$ cat config.mk
export PLATFORM = sky130hd
export DESIGN_NAME = demux1_16_seq_flat
export DESIGN_NICKNAME = d
export VERILOG_FILES = /design/src/rtl/demux_pkg.sv /design/src/rtl/demux1_16_seq_if.sv /design/src/rtl/slot_counter.sv /design/src/rtl/demux1_16_seq.sv /design/src/flat_wrapper.sv
export SDC_FILE = /design/constraint.sdc
export NUM_CORES = 1
export LEC_CHECK = 0
export CAP_MARGIN = 20
export CORE_UTILIZATION = 37
export CTS_CLUSTER_SIZE = 25
export DETAILED_ROUTE_END_ITERATION = 10
export GPL_ROUTABILITY_DRIVEN = 1
export PLACE_DENSITY = 0.69
export SYNTH_ARGS = -nofsm -noshare
export SYNTH_HDL_FRONTEND = slang
export SYNTH_SLANG_ARGS = --single-unit
$ cat constraint.sdc
create_clock -name clk -period 4.78 [get_ports clk]
set_input_delay 0.956 -clock clk [delete_from_list [all_inputs] [get_ports clk]]
set_output_delay 0.956 -clock clk [all_outputs]
set_load 0.01 [all_outputs]
$ cat src/rtl/demux_pkg.sv
// Shared types and helpers for the sequential 1:16 demultiplexer.
// The PARITY state is only reachable when DEMUX_PARITY_EN is defined.
package demux_pkg;

    typedef enum logic [1:0] {
        FILL   = 2'd0,
        PARITY = 2'd1,
        HOLD   = 2'd2
    } demux_state_t;

    function automatic int NUM_SLOTS(input int sel_w);
        return 1 << sel_w;
    endfunction

endpackage

$ cat src/rtl/demux1_16_seq_if.sv
// Bit-in / word-out handshake bundle for demux1_16_seq.
// parity_err exists only when DEMUX_PARITY_EN is defined.
interface demux1_16_seq_if #(
    parameter int SEL_W = 4
) ();

    localparam int NS = demux_pkg::NUM_SLOTS(SEL_W);

    logic             auto_mode;
    logic [SEL_W-1:0] sel;
    logic             in_bit;
    logic             in_valid;
    logic             in_ready;
    logic [NS-1:0]    out;
    logic             out_valid;
    logic             out_ready;
`ifdef DEMUX_PARITY_EN
    logic             parity_err;
`endif

    // master = serial source plus word consumer; slave = the demux itself
    modport master (
        output auto_mode, sel, in_bit, in_valid, out_ready,
        input  in_ready, out, out_valid
`ifdef DEMUX_PARITY_EN
        , input parity_err
`endif
    );

    modport slave (
        input  auto_mode, sel, in_bit, in_valid, out_ready,
        output in_ready, out, out_valid
`ifdef DEMUX_PARITY_EN
        , output parity_err
`endif
    );

endinterface

$ cat src/rtl/slot_counter.sv
// Wrapping slot counter used as the write pointer in auto mode.
module slot_counter #(
    parameter int W = 4
) (
    input  logic         clk,
    input  logic         reset,
    input  logic         clr_i,
    input  logic         en_i,
    output logic [W-1:0] cnt_o
);

    logic [W-1:0] cnt_q;

    // Clear has priority so a frame hand-off always restarts at slot 0
    always_ff @(posedge clk or negedge reset) begin
        if (!reset) begin
            cnt_q <= '0;
        end else if (clr_i) begin
            cnt_q <= '0;
        end else if (en_i) begin
            cnt_q <= cnt_q + W'(1);
        end
    end

    assign cnt_o = cnt_q;

endmodule

$ cat src/rtl/demux1_16_seq.sv
// Sequential 1:16 demux/deserializer: steers one bit per beat into a slot, then holds the word.
// Optional trailing even-parity beat enabled by `define DEMUX_PARITY_EN.
module demux1_16_seq
    import demux_pkg::*;
#(
    parameter int SEL_W = 4
) (
    input  logic           clk,
    input  logic           reset,
    demux1_16_seq_if.slave bus
);

    localparam int NS = NUM_SLOTS(SEL_W);

    demux_state_t     state_q, state_d;
    logic [NS-1:0]    out_q, out_d;
    logic [NS-1:0]    mask_q, mask_d;
    logic             in_ready_q;
    logic             out_valid_q;
    logic [SEL_W-1:0] cnt;
    logic [SEL_W-1:0] slot;
    logic [NS-1:0]    slot_oh;
    logic             beat;
    logic             cnt_en;
    logic             cnt_clr;
`ifdef DEMUX_PARITY_EN
    logic             parity_q, parity_d;
`endif

    assign beat    = bus.in_valid & in_ready_q;
    assign slot    = bus.auto_mode ? cnt : bus.sel;
    assign slot_oh = NS'(1) << slot;

    slot_counter #(.W(SEL_W)) u_slot_counter (
        .clk   (clk),
        .reset (reset),
        .clr_i (cnt_clr),
        .en_i  (cnt_en),
        .cnt_o (cnt)
    );

    // Completion is decided by the written-slot mask in both modes, so mixing modes mid-frame stays safe
    always_comb begin
        state_d = state_q;
        out_d   = out_q;
        mask_d  = mask_q;
        cnt_en  = 1'b0;
        cnt_clr = 1'b0;
`ifdef DEMUX_PARITY_EN
        parity_d = parity_q;
`endif
        case (state_q)
            FILL: begin
                if (beat) begin
                    out_d  = (out_q & ~slot_oh) | (bus.in_bit ? slot_oh : '0);
                    mask_d = mask_q | slot_oh;
                    cnt_en = bus.auto_mode;
                    if (&mask_d) begin
`ifdef DEMUX_PARITY_EN
                        state_d = PARITY;
`else
                        state_d = HOLD;
`endif
                    end
                end
            end
`ifdef DEMUX_PARITY_EN
            PARITY: begin
                if (beat) begin
                    parity_d = (^out_q) ^ bus.in_bit;
                    state_d  = HOLD;
                end
            end
`endif
            HOLD: begin
                if (out_valid_q && bus.out_ready) begin
                    state_d = FILL;
                    mask_d  = '0;
                    cnt_clr = 1'b1;
                end
            end
            default: state_d = FILL;
        endcase
    end

    // Handshake flags are registered from next state so out_ready never reaches in_ready combinationally
    always_ff @(posedge clk or negedge reset) begin
        if (!reset) begin
            state_q     <= FILL;
            out_q       <= '0;
            mask_q      <= '0;
            in_ready_q  <= 1'b0;
            out_valid_q <= 1'b0;
        end else begin
            state_q     <= state_d;
            out_q       <= out_d;
            mask_q      <= mask_d;
            in_ready_q  <= (state_d != HOLD);
            out_valid_q <= (state_d == HOLD);
        end
    end

`ifdef DEMUX_PARITY_EN
    always_ff @(posedge clk or negedge reset) begin
        if (!reset) begin
            parity_q <= 1'b0;
        end else begin
            parity_q <= parity_d;
        end
    end

    assign bus.parity_err = parity_q;
`endif

    assign bus.in_ready  = in_ready_q;
    assign bus.out       = out_q;
    assign bus.out_valid = out_valid_q;

endmodule
$ cat src/flat_wrapper.sv
// flat-port wrapper written by rule: the top's interface ports become plain ports
module demux1_16_seq_flat import demux_pkg::*;
#(
    parameter int SEL_W = 4
)
  (clk, reset, bus_auto_mode, bus_sel, bus_in_bit, bus_in_valid, bus_out_ready, bus_in_ready, bus_out, bus_out_valid);
  demux1_16_seq_if #(.SEL_W(SEL_W)) bus_i ();
  input  logic clk;
  input  logic reset;
  input wire logic [$bits(bus_i.auto_mode)-1:0] bus_auto_mode;
  input wire logic [$bits(bus_i.sel)-1:0] bus_sel;
  input wire logic [$bits(bus_i.in_bit)-1:0] bus_in_bit;
  input wire logic [$bits(bus_i.in_valid)-1:0] bus_in_valid;
  input wire logic [$bits(bus_i.out_ready)-1:0] bus_out_ready;
  output wire logic [$bits(bus_i.in_ready)-1:0] bus_in_ready;
  output wire logic [$bits(bus_i.out)-1:0] bus_out;
  output wire logic [$bits(bus_i.out_valid)-1:0] bus_out_valid;
  assign bus_i.auto_mode = bus_auto_mode;
  assign bus_i.sel = bus_sel;
  assign bus_i.in_bit = bus_in_bit;
  assign bus_i.in_valid = bus_in_valid;
  assign bus_i.out_ready = bus_out_ready;
  assign bus_in_ready = bus_i.in_ready;
  assign bus_out = bus_i.out;
  assign bus_out_valid = bus_i.out_valid;
  demux1_16_seq #(.SEL_W(SEL_W)) u_core (.clk(clk), .reset(reset), .bus(bus_i));
endmodule
==> impl_metrics.tcl, run 1 <==
set metrics [dict create \
    synth_nets 205 \
    finalMaxSlewViolations 0 \
    worst_pin_slew_ns 0.8881 \
    hp-class "reg2reg" \
    num_rows 26 \
    first_global_vias 1458 \
    setup_viol 0 \
    path_max_fanout 20 \
    startpoint_type "input pin" \
    utilization 0.4642 \
    nets 231 \
    p_leak_nw 1.030 \
    period_share 0.6409 \
    fin_setup_tns_ns 0 \
    dpl.hpwl_mm 3.046 \
    run_status "complete, no violations" \
    cp_cell_sequence "clkdlybuf4s50_1, mux2i_4, nand2_1, o211a_1, a221o_1, o31a_1" \
    num_antenna_cells 0 \
    cp.required_ns 4.97 \
    clock.fmax_mhz 326.4 \
    antenna_found_initial 0 \
    routed_via_density 5.193 \
    rsz0062_at_grt "false" \
    die_x_um 76.59 \
    first_pass_iters 4 \
    cts_sinks 40 \
    vdd_drop_max_mv 0.2840 \
    layout-drive-gt1-share 0.1864 \
    worstSkewPairLatency_ns 0.29 \
    pre_cts_slack_ns 1.412 \
    pwr_density_cell_nw_per_um2 522.1 \
    die_height_um 76.59 \
    ctsHoldBuffers 0 \
    synth_edf_count 0 \
    die_area_um2 5865 \
    p_int_uw 837.6 \
    grt.busiest_layer "met2" \
    pwr-share-comb 0.357 \
    reg2reg_from "u_core.u_slot_counter.cnt_o[1]$_DFFE_PN0P_" \
    start_util 0.3930 \
    ys_warn_count 0 \
    arrival_ns 3.25 \
    finalClockSkew_ns 0.007423 \
    ys_ff_latch 40 \
    core_um2 5238 \
    setup_ws_ns 1.717 \
    hold_ws_ns 0.4821 \
    postCtsSetupRepairBufs 0 \
    cts.clk_slew.worst_paths_ns 0.08 \
    port_buffers 27 \
    grt_start_max_net_pins 41 \
    reg2reg_setup_slack_ns 2.83 \
    root_buffer "clkbuf_8" \
    power.clock.fraction 0.171 \
    grtUsageMet3 0.03473 \
    clockBufferDepth 2 \
    endpoint_kind "flip-flop" \
    syn_to_final_growth_pct 18.12 \
    ant_nets 0 \
    synth_ff_type "dfrtp_1" \
    p_switching_uw 431.8 \
    swShare 0.3402 \
    synth_cell_type_count 44 \
    synth.avg_cell_area_um2 10.61 \
    drv_cap 0 \
    htree_levels 2 \
    syn_inst 194 \
    cts_tree "built" \
    gp_routability_congestion 0.8212 \
    crit_family "buffers and inverters" \
    setup.worst_path.start "bus_auto_mode" \
    slew_headroom 0.4067 \
    hold_start "u_core.mask_q[2]$_DFFE_PN0P_" \
    drt-initial-drc-count 49 \
    ioPinCount 28 \
    slowest_delay_ns 0.98 \
    drc_errors 0 \
    wirelength_mm 4.336 \
    final_hold_viol_count 0 \
    fin_crit_ns 3.063 \
    use_met2 0.2369 \
    slowest_stage "clkdlybuf4s50_1" \
    grt_pass1_wl_mm 7.238 \
    overflow 0 \
    cts_resized 0 \
    vias 1506 \
    netlist_area_um2 2058 \
    path_buf_inv 1 \
    cts_made_buffers 5 \
    async_reset_ff_frac 1.000 \
    p_seq_frac 0.472 \
    crit_type "in2reg" \
    grt_usage 0.1604 \
    synth-seq-area-share 0.4863 \
    met1_usage 0.2254 \
    wire_per_inst_um 14.95 \
]
-- worst paths after layout --
check | endpoint | cells after the start
min in group asynchronous | u_core.u_slot_counter.cnt_o[0]$_DFFE_PN0P_ | 1
min reg2reg | u_core.mask_q[2]$_DFFE_PN0P_ | 2
min | u_core.mask_q[2]$_DFFE_PN0P_ | 2
max reg2reg | u_core.bus.in_ready$_DFF_PN0_ | 5
max in group asynchronous | asynchronous set/reset pin | 1
max | u_core.bus.in_ready$_DFF_PN0_ | 6
-- cells in the final DEF, fill, tap and decap left out, types with 3 or more instances in the layout --
cell	Yosys	layout
clkbuf_8	0	5
dfrtp_1	40	40
and4bb_2	3	3
o211ai_1	7	7
nand3_1	5	5
or2_2	3	3
xnor2_1	3	3
nand2_1	35	35
nand4b_1	3	3
a21oi_1	9	9
a21o_1	4	4
nor2_1	21	21
and2_1	4	4
mux2_2	16	16
clkdlybuf4s50_1	0	26
-- cell type report --
type | instances | area [um^2]
timing repair buffer | 28 | 272.8
inverter | 2 | 7.507
sequential | 40 | 1001
clock inverter | 2 | 12.51
fill | 506 | 2806
multi-input combinational | 143 | 980.9
tap | 70 | 87.58
clock buffer | 5 | 68.82
-- power groups by stage --
| stage | Combinational, mW | Clock, mW | Sequential, mW |
|---|---|---|---|
| 6_report | 0.453 | 0.217 | 0.599 |
| 5_1_grt | 0.499 | 0.233 | 0.618 |
| 4_1_cts | 0.458 | 0.223 | 0.597 |
| 3_5_place_dp | 0.455 | 0 | 0.602 |
| 3_3_place_gp | 0.445 | 0 | 0.601 |
| 2_1_floorplan | 0.290 | 0 | 0.584 |
-- synthesized netlist by cell type (3+ instances only) --
master / count / area [um^2]
nand4b_1: 3 / 26.28
and2_1: 4 / 25.02
or2_2: 3 / 18.77
xnor2_1: 3 / 26.28
nand2_1: 35 / 131.4
mux2_2: 16 / 180.2
o211ai_1: 7 / 52.55
nor2_1: 21 / 78.83
and4bb_2: 3 / 37.54
dfrtp_1: 40 / 1001
clkbuf_1: 3 / 11.26
a21o_1: 4 / 30.03
buf_6: 4 / 45.04
a21oi_1: 9 / 45.04
nand3_1: 5 / 25.02
-- tightest hold or removal path: stages, from the launching register on --
cell and delay [ns]:
dfrtp_1 0.34, nand2_1 0.05, nand2_1 0.06
-- metrics by stage --
step | power, mW | area (um^2) | std cells
global placement | 1.046 | 2350 | 283
CTS | 1.278 | 2431 | 290
global route | 1.350 | 2431 | 290
finish | 1.269 | 2431 | 290
floorplan | 0.8738 | 2058 | 194
detailed placement | 1.057 | 2350 | 283
-- cells by family after synthesis --
kind of cell / after synthesis / share of synthesized area
multiplexers: 18 / 0.1058
adder cells (fa/ha/maj): 1 / 0.006078
AND/OR/NAND/NOR: 87 / 0.2377
other: 1 / 0.001822
XOR/XNOR: 3 / 0.01277
flip-flops: 40 / 0.4863
AO/OA/AOI/OAI: 33 / 0.1125
buffers and inverters: 11 / 0.03708
-- routing by layer --
layer  vias to the layer above  share of wire
li1                        734              -
met1                       728           0.52
met2                        36           0.41
met3                         8          0.046
met4                         0          0.019
met5                         -              0
(Power assumes the default switching activity.)
==> inputs of run 2 (changes only) <==
--- a/config.mk
+++ b/config.mk
@@ -10,7 +10,7 @@
 export CTS_CLUSTER_SIZE = 25
 export DETAILED_ROUTE_END_ITERATION = 10
 export GPL_ROUTABILITY_DRIVEN = 1
-export PLACE_DENSITY = 0.69
+export PLACE_DENSITY = 0.71
 export SYNTH_ARGS = -nofsm -noshare
 export SYNTH_HDL_FRONTEND = slang
 export SYNTH_SLANG_ARGS = --single-unit
==> constraint.sdc (replaced) <==
create_clock -name clk -period 2.55 [get_ports clk]
set_input_delay 0.51 -clock clk [delete_from_list [all_inputs] [get_ports clk]]
set_output_delay 0.51 -clock clk [all_outputs]
set_load 0.01 [all_outputs]
==> run 2 against run 1 <==
Critical path depth rose by 1; sequential power up 87%; global-route usage rose by 0.21 points; sequential cell count unchanged; worst setup slack worse by 1.4 ns; sequential share of layout area decreased by 0.83 points; routed wire length shrank 2.5%; hold slack worse by 0.15 ns; power up 88%; critical endpoint unchanged; largest cell class unchanged; largest power group unchanged; highest routed layer unchanged.
==> impl_metrics.tcl, run 2 (synthesis gave the netlist of run 1 again) <==
set metrics [dict create \
    first_pass_iters 4 \
    cts_sinks 40 \
    htree_levels 2 \
    overflow 0 \
    vdd_drop_max_mv 0.5305 \
    reg2reg_from "u_core.u_slot_counter.cnt_o[1]$_DFFE_PN0P_" \
    first_global_vias 1466 \
    worstSkewPairLatency_ns 0.30 \
    pwr_density_cell_nw_per_um2 962.4 \
    final_common_cell "dfrtp_1" \
    pwr-share-comb 0.359 \
    cts_tree "built" \
    fillers 494 \
    core_um2 5238 \
    port_buffers 27 \
    clock.fmax_mhz 447.8 \
    period_share 0.8758 \
    final_hold_viol_count 0 \
    layout-drive-gt1-share 0.2000 \
    p_leak_nw 1.056 \
    mostFrequentLayoutCells "dfrtp_1, nand2_1, clkdlybuf4s50_1" \
    cts_made_buffers 5 \
    nets 235 \
    rsz0062_at_grt "false" \
    p_switching_uw 802.1 \
    placed_area_um2 2392 \
    slew_headroom 0.4215 \
    finalClockSkew_ns 0.007272 \
    final_cells 295 \
    power.clock.fraction 0.173 \
    hold_ws_ns 0.3301 \
    setup_viol 0 \
    die_area_um2 5865 \
    fin_area_um2 2481 \
    dpl.hpwl_mm 3.015 \
    num_antenna_cells 0 \
    grt_start_max_net_pins 41 \
    syn_to_final_growth_pct 20.55 \
    postCtsSetupRepairBufs 0 \
    grt_usage 0.1625 \
    p_seq_frac 0.468 \
    gp_routability_congestion 0.8729 \
    antenna_found_initial 0 \
    setup.worst_path.start "bus_auto_mode" \
    endpoint_kind "flip-flop" \
    drc_errors 0 \
    swShare 0.3359 \
    drv_cap 0 \
    cp.required_ns 2.73 \
    fin_setup_tns_ns 0 \
    ctsHoldBuffers 0 \
    p_int_mw 1.586 \
    die_x_um 76.59 \
    die_height_um 76.59 \
    wire_per_inst_um 14.33 \
    num_rows 26 \
    root_buffer "clkbuf_8" \
    ant_nets 0 \
    utilization 0.4737 \
    finalMaxSlewViolations 0 \
    arrival_ns 2.41 \
    path_max_fanout 20 \
    start_util 0.3930 \
    cts.clk_slew.worst_paths_ns 0.07 \
    wirelength_mm 4.228 \
    clockBufferDepth 2 \
    drt-initial-drc-count 64 \
    pre_cts_slack_ns 0.02701 \
    vias 1511 \
    setup_ws_ns 0.3167 \
    grt_pass1_wl_mm 7.327 \
    ioPinCount 28 \
    fin_crit_ns 2.233 \
    routed_via_density 5.122 \
    crit_type "in2reg" \
    startpoint_type "input pin" \
    power_mw 2.388 \
    run_status "complete, no violations" \
    dp.cells 287 \
    hp-class "in2async" \
    worst_pin_slew_ns 0.8677 \
    cts_resized 0 \
]
-- run 2: final cells by class --
type,count,area (um^2),area share
clock buffers,6,72.57,0.02925
clock inverters,2,16.27,0.006556
inverters,2,7.507,0.003026
multi-input cells,143,980.9,0.3954
flip-flops and latches,40,1001,0.4034
well taps,70,87.58,0.03530
repair buffers,32,315.3,0.1271
-- run 2: routing by layer --
metal | wire length [um] | track usage
met5 | 0 | 0
met4 | 81 | 0.07885
met2 | 1801 | 0.2297
met1 | 2153 | 0.2281
met3 | 191 | 0.04311
-- run 2: critical path: stages --
cell and delay, ns:
clkdlybuf4s50_1 0.52, buf_12 0.17, mux2i_4 0.36, nand2_1 0.09
o211a_1 0.21, a221o_1 0.29, o31a_1 0.25
-- run 2: path summary, 6_finish.rpt --
kind	endpoint	slack (ns)	cells past startpoint
max	u_core.bus.in_ready$_DFF_PN0_	0.32	7
max reg2reg	u_core.bus.in_ready$_DFF_PN0_	0.63	5
min reg2reg	u_core.mask_q[7]$_DFFE_PN0P_	0.49	1
min in group clk	u_core.mask_q[7]$_DFFE_PN0P_	0.49	1
max in group asynchronous	u_core.mask_q[6]$_DFFE_PN0P_	1.68	1
min	u_core.u_slot_counter.cnt_o[0]$_DFFE_PN0P_	0.33	1
-- run 2: power by group through the flow --
stage	Sequential (mW)	Clock (mW)	Combinational, mW
global placement	1.13	0	0.843
CTS	1.12	0.434	0.863
floorplan	1.09	0	0.544
finish	1.12	0.413	0.856
global route	1.16	0.455	0.945
detailed placement	1.13	0	0.857
